===== src/rtl/ring_osc_meter.sv =====
// Ring oscillator frequency meter: enables the NAND ring, synchronizes its output,
// and counts rising edges over a fixed gate window after a settle period.
module ring_osc_meter #(
  parameter int GATE_CYCLES   = 1024,
  parameter int SETTLE_CYCLES = 8,
  parameter int SYNC_STAGES   = 2,
  parameter int CNT_W         = 16
) (
  input  logic             clk,
  input  logic             rst,
  input  logic             start,
  input  logic             abort,
  input  logic             osc_in,
  output logic             osc_en,
  output logic             busy,
  output logic             done,
  output logic [CNT_W-1:0] count,
  output logic             overflow
);

  localparam int SET_W  = $clog2(SETTLE_CYCLES + 1);
  localparam int GATE_W = $clog2(GATE_CYCLES + 1);
  localparam logic [SET_W-1:0]  SETTLE_LAST = SET_W'(SETTLE_CYCLES - 1);
  localparam logic [GATE_W-1:0] GATE_LAST   = GATE_W'(GATE_CYCLES - 1);

  typedef enum logic [1:0] {
    S_IDLE,
    S_SETTLE,
    S_GATE
  } state_t;

  state_t                 r_state;
  logic [SYNC_STAGES-1:0] r_sync;
  logic                   r_prev;
  logic [SET_W-1:0]       r_settle_cnt;
  logic [GATE_W-1:0]      r_gate_cnt;
  logic [CNT_W-1:0]       r_edge_cnt;
  logic                   r_ovf;
  logic                   r_osc_en;
  logic                   r_busy;
  logic                   r_done;
  logic [CNT_W-1:0]       r_count;
  logic                   r_overflow;

  logic                   w_rise;
  logic                   w_cnt_max;
  logic [CNT_W-1:0]       w_edge_next;
  logic                   w_ovf_next;

  // Synchronizer and edge detect run continuously, independent of the FSM.
  always_ff @(posedge clk or posedge rst) begin
    if (rst) begin
      r_sync <= '0;
      r_prev <= 1'b0;
    end else begin
      r_sync <= {r_sync[SYNC_STAGES-2:0], osc_in};
      r_prev <= r_sync[SYNC_STAGES-1];
    end
  end

  assign w_rise      = r_sync[SYNC_STAGES-1] & ~r_prev;
  assign w_cnt_max   = &r_edge_cnt;
  assign w_edge_next = r_edge_cnt + CNT_W'(w_rise & ~w_cnt_max);
  assign w_ovf_next  = r_ovf | (w_rise & w_cnt_max);

  always_ff @(posedge clk or posedge rst) begin
    if (rst) begin
      r_state      <= S_IDLE;
      r_settle_cnt <= '0;
      r_gate_cnt   <= '0;
      r_edge_cnt   <= '0;
      r_ovf        <= 1'b0;
      r_osc_en     <= 1'b0;
      r_busy       <= 1'b0;
      r_done       <= 1'b0;
      r_count      <= '0;
      r_overflow   <= 1'b0;
    end else begin
      r_done <= 1'b0;
      case (r_state)
        S_IDLE: begin
          if (start && !abort) begin
            r_state      <= S_SETTLE;
            r_osc_en     <= 1'b1;
            r_busy       <= 1'b1;
            r_settle_cnt <= '0;
            r_edge_cnt   <= '0;
            r_ovf        <= 1'b0;
          end
        end
        S_SETTLE: begin
          if (abort) begin
            r_state    <= S_IDLE;
            r_osc_en   <= 1'b0;
            r_busy     <= 1'b0;
            r_edge_cnt <= '0;
          end else if (r_settle_cnt == SETTLE_LAST) begin
            r_state    <= S_GATE;
            r_gate_cnt <= '0;
          end else begin
            r_settle_cnt <= r_settle_cnt + 1'b1;
          end
        end
        S_GATE: begin
          if (abort) begin
            r_state    <= S_IDLE;
            r_osc_en   <= 1'b0;
            r_busy     <= 1'b0;
            r_edge_cnt <= '0;
            r_ovf      <= 1'b0;
          end else begin
            r_edge_cnt <= w_edge_next;
            r_ovf      <= w_ovf_next;
            // Closing edge latches the count including a rise seen in the final cycle.
            if (r_gate_cnt == GATE_LAST) begin
              r_count    <= w_edge_next;
              r_overflow <= w_ovf_next;
              r_done     <= 1'b1;
              r_osc_en   <= 1'b0;
              r_busy     <= 1'b0;
              r_state    <= S_IDLE;
            end else begin
              r_gate_cnt <= r_gate_cnt + 1'b1;
            end
          end
        end
        default: begin
          r_state  <= S_IDLE;
          r_osc_en <= 1'b0;
          r_busy   <= 1'b0;
        end
      endcase
    end
  end

  assign osc_en   = r_osc_en;
  assign busy     = r_busy;
  assign done     = r_done;
  assign count    = r_count;
  assign overflow = r_overflow;

endmodule


===== config.mk =====
export PLATFORM = sky130hd
export DESIGN_NAME = ring_osc_meter
export DESIGN_NICKNAME = d
export VERILOG_FILES = /design/src/rtl/ring_osc_meter.sv
export SDC_FILE = /design/constraint.sdc
export NUM_CORES = 1
export LEC_CHECK = 0
export ABC_AREA = 1
export CAP_MARGIN = 20
export CELL_PAD_IN_SITES_DETAIL_PLACEMENT = 1
export CELL_PAD_IN_SITES_GLOBAL_PLACEMENT = 2
export CORE_UTILIZATION = 40
export DETAILED_ROUTE_END_ITERATION = 8
export DONT_BUFFER_PORTS = 1
export PLACE_DENSITY = 0.88
export SLEW_MARGIN = 40
export SYNTH_ARGS = -nofsm -noshare
export SYNTH_HDL_FRONTEND = slang
export SYNTH_SLANG_ARGS = --single-unit

===== constraint.sdc =====
create_clock -name clk -period 6.25 [get_ports clk]
set_clock_uncertainty 0.2 [all_clocks]
set_input_delay 1.5625 -clock clk [delete_from_list [all_inputs] [get_ports clk]]
set_output_delay 1.5625 -clock clk [all_outputs]
set_load 0.05 [all_outputs]

### Word level (Yosys, flattened, before mapping)

Index checks and enable logic that the tools add are counted.

| cells by class | value |
|---|---|
| add/sub/neg operators | 3 |
| muxes and demuxes | 30 |
| bitwise operators | 7 |
| reductions and logical operators | 15 |
| eq/ne operators | 13 |

Operators with widths:

| kind | number |
|---|---|
| 16-bit two-way mux | 3 |
| 16-bit one-hot mux with 3 select lines | 1 |
| 11-bit two-way mux | 4 |
| 11-bit one-hot mux with 2 select lines | 1 |
| 16-bit adder | 1 |
| 1-bit by 16-bit AND with 16-bit output | 1 |
| 1-bit NOT with 16-bit output | 1 |
| 16-bit AND reduction | 1 |
| 2-bit != test, second input constant | 7 |
| 4-bit two-way mux | 3 |
| 3-bit AND reduction | 4 |
| 11-bit by 1-bit adder with 11-bit output, second input constant | 1 |
| 11-bit by 10-bit == test with 1-bit output, second input constant | 1 |
| 2-bit two-way mux | 5 |
| 1-bit two-way mux | 9 |
| 4-bit one-hot mux with 2 select lines | 1 |
| 3-bit != test, second input constant | 2 |
| 2-bit one-hot mux with 3 select lines | 1 |
| 2-bit nonzero test | 3 |
| 5-bit AND reduction | 1 |
| 4-bit by 1-bit adder with 4-bit output, second input constant | 1 |
| 4-bit by 3-bit == test with 1-bit output, second input constant | 1 |
| 4-bit AND reduction | 1 |
| 1-bit one-hot mux with 3 select lines | 1 |
| 11 further kinds | 13 |

| storage, ports and cells | value |
|---|---|
| input bits | 5 |
| flip-flop bits (word level) | 56 |

### Logic depth before layout (Yosys ltp)

Gate-level depths: netlist of the first run.

| depth | value |
|---|---|
| depth after elaboration | 6 |
| mapped depth | 15 |

### Worst setup path before layout of the first run

OpenSTA, ideal clock, no wires.

| timing path | value |
|---|---|
| path type | register to output |
| start point | reg, netlist name busy |
| end point | out osc_en |
| slack | 3.589 ns |
| cell stages (with the launch flop) | 2 |
| buffers on the path | 1 |
| required time | 4.487 ns |
| arrival time | 0.899 ns |
| cell sequence | dfrtp_1 > buf_4 |

RTL lines:

| item | line | source |
|---|---|---|
| end: declaration | 14 | `output logic osc_en,` |

### Final worst setup path of the first run

| timing path | value |
|---|---|
| start point | in abort |
| end point | reg r_count[0], in the netlist count[0] |

| between the ends | value |
|---|---|
| longest elaborated chain between the ends | 2 |

Ends and longest elaborated chain:

| item | line | source |
|---|---|---|
| start: declaration | 12 | `input logic abort,` |
| 1-bit NOT (no line) | - |  |
| 3-bit AND reduction (no line) | - |  |
| end signal: assignment | 116 | `r_count <= w_edge_next;` |
| end: declaration | 42 | `logic [CNT_W-1:0] r_count;` |

No other way between the ends.
A chain may end at the register's enable or synchronous reset.

==> reports/metrics.csv, run 1 <==
metric,value,unit
Synth Area in Adders,1.751,%
DRC,0,
Hold Crit Class,reg2reg,
Area Overhead vs Synth,5.779,%
layout cells sized above 1,6.775,%
met3 WL,124,um
unrepaired setup endpoints after global routing,false,
Sink Count,56,
setup bufs post-CTS,0,
syn nets,376,
chip height,86.53,um
top-area cell type share of the netlist area,49.04,%
max-slew violations,0,
Power Dens Cells,217.9,nW/um^2
Final ANT Viol Nets,0,
largest area contributor in the netlist,dfrtp_1,
cell count after synthesis,367,
worst reg-to-reg setup slack,3670,ps
met2 WL post-DR,3110,um
Die ar.,7487,sq um
MaxCap Viol Count,0,
sequential share of power,61.4,%
CTS tree,done,
Fin. Hold Viols,0,
worst vdd ir,101.8,uV
worst-case reg-to-reg path depth,8,
WL met1,2970,um
Clk pwr share,32.0,%
combinational share of power,6.5,%
total of warnings raised by yosys,0,
setup TNS,0,ps
Vias per Instance,4.918,
CP Capture Point,count[0],
TritonCTS Buffers,5,
worst hold slack,151.3,ps
Syn Area/Cell,7.787,sq um
main combinational cell family by area after synthesis,simple AND/OR/NAND/NOR gates,
complex-gate fraction of the synthesized area,8.144,%
Post-Synthesis Cell Area,2858,sq um
crit end category,register,
final period utilization,50.85,%
status,finished clean,
"Clk Latency, worst-skew pair",310,ps
Internal,0.4796,mW
Max clock buf depth,2,
leak pwr,1.436,nW
antenna violations before repair,0,
uppermost layer routed,met4,
WL per Instance,13.58,um
Critical Path Source,abort,
synth top area cells,"dfrtp_1 49%, nand2_1 18%, inv_1 5.3%",
Die Wd,86.53,um
final design utilization,44.25,%
sequential share of the synthesized area,49.04,%
PortBufs,0,
HPWL after DPL,4617,um
Core ar.,6832,sq um
Root Buffer,clkbuf_8,
Slew headroom,51.49,%
Least-Margin Pin Slew,727.6,ps
vias in the first global route,2447,
RePlAce Congestion,0.7739,
GRT Total Usage,19.09,%
Yosys reg bits,56,
unique cell type count in the Yosys netlist,30,
first-pass GRT wire length,11230,um
multiplexer share of the synthesized area,0,%
htree depth,2,
CP Max Fanout,22,
WP data required,6240,ps
I/O pin cnt,25,
row cnt,30,
hold buffer count at CTS,0,
Reg2Reg Launch Point,r_state[0],
total of cells resized after clock tree synthesis,0,
crit path kind,in2reg,
Starting Density,41.83,%
Fmax,314.6,MHz
"Cell Chain, Critical Path","nor2_2, inv_1, nor2_4, inv_2, nand2_1, o31ai_1",
Psw,0.1792,mW
DRT Pass-1 Iters,4,
drt total wl,6313,um
clock transition at the registers of the reported paths,100,ps
CP Depth,6,
Critical Path Source Type,primary input,
CP peak stage delay,450,ps
pin count of the biggest net entering global routing,57,
Synth Area in XOR/XNOR,2.452,%
Vias,2287,
"Remaining Overflow, GRT",0,
CP max-delay cell,nor2_2,
Layout Nets,377,
Worst Path Buf+Inv,2,
Worst path top cell family by delay,simple AND/OR/NAND/NOR gates,
Switching Fraction,27.20,%
Reg-to-Reg End,count[0],
ANT cells,0,
post-synthesis simple-gate area fraction,30.74,%
minimum clock period,3178,ps
# setup viols final,0,
Initial DRC Count,118,
Arrival @ worst endpoint,3170,ps
==> power by group through the flow <==
| stage | Clock [mW] | Sequential (mW) | Combinational [mW] |
|---|---|---|---|
| 2_1_floorplan | 0 | 0.404 | 0.0394 |
| 6_report | 0.211 | 0.405 | 0.0431 |
| 4_1_cts | 0.218 | 0.405 | 0.0451 |
| 3_3_place_gp | 0 | 0.411 | 0.0429 |
| 5_1_grt | 0.234 | 0.407 | 0.0514 |
| 3_5_place_dp | 0 | 0.412 | 0.0450 |
==> sequential cells by signal, indices dropped and copies added (netlist names) <==
register      flops
r_settle_cnt      4
r_prev            1
r_sync            2
r_gate_cnt       11
r_edge_cnt       16
r_state           2
busy              1
count            16
overflow          1
done              1
r_ovf             1
==> worst reg2reg max path, stage by stage (launching register included) <==
cell	delay, ps
dfrtp_1	400
inv_2	80
nand2_1	130
nor2_2	480
inv_1	350
nor2_4	370
inv_2	240
nand2_1	120
o31ai_1	70
==> logic make-up (layout without fill, tap and decap cells) <==
kind of cell | count (synthesis) | after routing
flip-flops | 56 | 56
AO/OA/AOI/OAI | 43 | 43
buffers and inverters | 51 | 53
adder cells (fa/ha/maj) | 4 | 4
XOR/XNOR | 8 | 8
AND/OR/NAND/NOR | 205 | 205
==> placed cells by master, fill, tap and decap left out <==
cell type	Yosys	final
nand2_4	2	2
buf_4	2	1
or2_2	1	1
ha_1	4	4
xor2_1	7	7
nor2_4	3	3
dfrtp_1	56	55
xnor2_1	1	1
clkinvlp_4	0	1
nor2_2	0	1
nand4_1	4	4
o21ai_1	6	6
o31ai_1	2	2
a21oi_1	4	4
inv_1	40	39
nor3_1	1	1
nand2_2	1	1
nand3b_1	3	3
clkbuf_1	1	1
nand2_1	137	137
o21ai_2	2	2
o22ai_1	2	2
dfrtp_2	0	1
inv_2	4	5
nor2_1	32	31
a22oi_1	1	1
o21ai_0	26	26
clkbuf_8	1	6
nand3_4	1	1
nand3_1	18	18
nor3b_1	2	2
==> layer usage <==
layer  up-vias  track usage, %
li1       1150               -
met1      1103           23.16
met2        25           34.49
met3         9           3.714
met4         0           5.152
met5         -               0
==> worst min path at each step <==
| stage | startpoint | end | slack [ps] | depth (start not counted) |
|---|---|---|---|---|
| 5_1_grt | r_sync[0] | r_sync[1] | 150 | 0 |
| 3_5_place_dp | r_sync[0] | r_sync[1] | 140 | 0 |
| 3_3_place_gp | r_sync[0] | r_sync[1] | 140 | 0 |
| 2_1_floorplan | r_sync[0] | r_sync[1] | 130 | 0 |
| 6_report | r_sync[0] | r_sync[1] | 150 | 0 |
| 4_1_cts | r_sync[0] | r_sync[1] | 160 | 0 |
==> final cells by class <==
| cell class | count | area [sq um] |
|---|---|---|
| clock inverters | 1 | 7.507 |
| flip-flops and latches | 56 | 1403 |
| clock buffers | 7 | 86.33 |
| repair buffers | 1 | 7.507 |
| inverters | 44 | 165.2 |
| multi-input cells | 260 | 1234 |
| well taps | 96 | 120.1 |
| fillers | 887 | 3809 |
==> synth_stat cells, drive strengths merged <==
library cell    n
a21oi           4
a22oi           1
buf             5
clkbuf          2
dfrtp          56
ha              4
inv            44
nand2         140
nand3          19
nand3b          3
nand4           4
nor2           35
nor3            1
nor3b           2
o21ai          34
o22ai           2
o31ai           2
or2             1
xnor2           1
xor2            7
==> stage by stage <==
step	worst slack (ps)	instances	instance area (sq um)	power [mW]
finish	3072	465	3023	0.6587
global route	2891	465	3023	0.6924
detailed placement	2371	457	2925	0.4569
CTS	2685	465	3019	0.6680
global placement	2459	457	2925	0.4542
floorplan	3116	367	2858	0.4438
No activity file was read; power rests on OpenSTA's default activity.
==> run 2: changes to the inputs <==
--- a/config.mk
+++ b/config.mk
@@ -9,10 +9,10 @@
 export CAP_MARGIN = 20
 export CELL_PAD_IN_SITES_DETAIL_PLACEMENT = 1
 export CELL_PAD_IN_SITES_GLOBAL_PLACEMENT = 2
-export CORE_UTILIZATION = 40
+export CORE_UTILIZATION = 37
 export DETAILED_ROUTE_END_ITERATION = 8
 export DONT_BUFFER_PORTS = 1
-export PLACE_DENSITY = 0.88
+export PLACE_DENSITY = 0.82
 export SLEW_MARGIN = 40
 export SYNTH_ARGS = -nofsm -noshare
 export SYNTH_HDL_FRONTEND = slang
==> constraint.sdc (replaced) <==
create_clock -name clk -period 3.3 [get_ports clk]
set_clock_uncertainty 0.2 [all_clocks]
set_input_delay 0.825 -clock clk [delete_from_list [all_inputs] [get_ports clk]]
set_output_delay 0.825 -clock clk [all_outputs]
set_load 0.05 [all_outputs]
==> run 2 against run 1 <==
Against the previous run: clock power rose by 86%; via count did not move; global-route usage fell by 1.4 points; critical path type is now reg2reg; largest power group unchanged; highest routed layer unchanged.
==> reports/metrics.csv, run 2 (synthesis results as in run 1) <==
metric,value,unit
status,finished clean,
"commonest non-fill, non-tap cell in the layout",nand2_1,
PortBufs,0,
Worst Hold Launch,r_sync[0],
Core ar.,7370,sq um
Hold Crit Class,reg2reg,
Least-Margin Pin Slew,642.7,ps
leak pwr,1.453,nW
Slew headroom,57.09,%
Critical Path Source,r_edge_cnt[7],
I/O pin cnt,25,
combinational share of power,6.7,%
sequential share of power,61.7,%
crit path kind,reg2reg,
htree depth,2,
Worst Path Buf+Inv,2,
unrepaired setup endpoints after global routing,false,
Internal,0.9112,mW
Switching Fraction,26.58,%
CP max-delay cell,dfrtp_1,
total of cells resized after clock tree synthesis,0,
Layout Nets,380,
CP Max Fanout,6,
Die Wd,89.89,um
minimum clock period,2554,ps
final instance area,3043,sq um
Fin. Hold Viols,0,
RePlAce Congestion,0.7811,
Vias,2287,
layout cells sized above 1,6.989,%
CP peak stage delay,440,ps
setup TNS,0,ps
Fmax,391.5,MHz
Setup WS pre-CTS,731.9,ps
Final ANT Viol Nets,0,
"Clk Latency, worst-skew pair",310,ps
MaxCap Viol Count,0,
TritonCTS Buffers,5,
pin count of the biggest net entering global routing,30,
drt total wl,6422,um
Arrival @ worst endpoint,2560,ps
antenna violations before repair,0,
Psw,0.3299,mW
Clk pwr share,31.5,%
setup bufs post-CTS,0,
clock transition at the registers of the reported paths,100,ps
WL per Instance,13.63,um
Area Overhead vs Synth,6.480,%
"Remaining Overflow, GRT",0,
# setup viols final,0,
Power Dens Cells,407.9,nW/um^2
"Cell Chain, Critical Path","nand2_1, inv_1, nand3_1, nor2_1, nor3_1, ha_1, ha_1, inv_1, nor2_1, nand2_1, nor2_1, nand3_1, nand3_1, nand2_1",
GRT Total Usage,17.74,%
max-slew violations,0,
DRT Pass-1 Iters,4,
Sink Count,56,
HPWL after DPL,4734,um
worst vdd ir,194.4,uV
DRC,0,
Root Buffer,clkbuf_8,
Max clock buf depth,2,
crit end category,register,
Final WS setup,745.8,ps
first-pass GRT wire length,11540,um
CTS tree,done,
Starting Density,38.78,%
Critical Path Source Type,register,
chip height,89.89,um
placed instance area,2952,sq um
Initial DRC Count,98,
vias in the first global route,2433,
Vias per Instance,4.856,
Reg2Reg Launch Point,r_edge_cnt[7],
hold buffer count at CTS,0,
final period utilization,77.40,%
Worst path top cell family by delay,simple AND/OR/NAND/NOR gates,
WP data required,3310,ps
row cnt,31,
"leading cell types in the layout, fill and taps excluded","137 x nand2_1, 55 x dfrtp_1, 39 x inv_1",
Die ar.,8079,sq um
ANT cells,0,
## run 2: cell count changes in the layout (fill, tap and decap cells not counted)
cell / change
nor2_1: +1
clkinvlp_4: -1
buf_4: +3
clkbuf_1: +1
nor2_2: -1
## run 2: power groups by stage
stage	Clock, mW	Combinational, mW	Sequential, mW
finish	0.392	0.0837	0.766
global route	0.436	0.101	0.771
CTS	0.408	0.0873	0.766
detailed placement	0	0.0872	0.780
global placement	0	0.0847	0.779
floorplan	0	0.0745	0.766
## run 2: worst paths after layout
| kind | to | slack (ps) | cells past startpoint |
|---|---|---|---|
| hold reg to reg | r_sync[1] | 160 | 0 |
| setup / recovery | count[12] | 750 | 14 |
| hold / removal | r_sync[1] | 160 | 0 |
| setup reg to reg | count[12] | 750 | 14 |
| max in group asynchronous | busy | 1880 | 2 |
| min in group asynchronous | count[6] | 270 | 1 |
## run 2: final cells by class
type	instances	area, sq um
multi-input combinational	260	1231
fill	926	4327
inverter	44	165.2
clock buffer	8	90.09
tap	99	123.9
timing repair buffer	4	30.03
sequential	56	1403
## run 2: per-layer routing
metal	vias up	GRT usage [%]	part of all wire (%)
met3	6	3.553	2.6
met4	0	4.839	1.2
met5	-	0	0
met2	22	30.64	48
met1	1103	22.61	49
li1	1156	-	-
## run 2: metrics by stage
step           hold WS, ps  cells  utilization (%)  total power [mW]
4_1_cts              166.5    471            41.27             1.262
6_report             157.5    471            41.29             1.241
3_3_place_gp         136.5    463            40.05            0.8634
3_5_place_dp         145.8    463            40.05            0.8668
5_1_grt              189.4    471            41.29             1.309
2_1_floorplan        131.2    367                -            0.8405
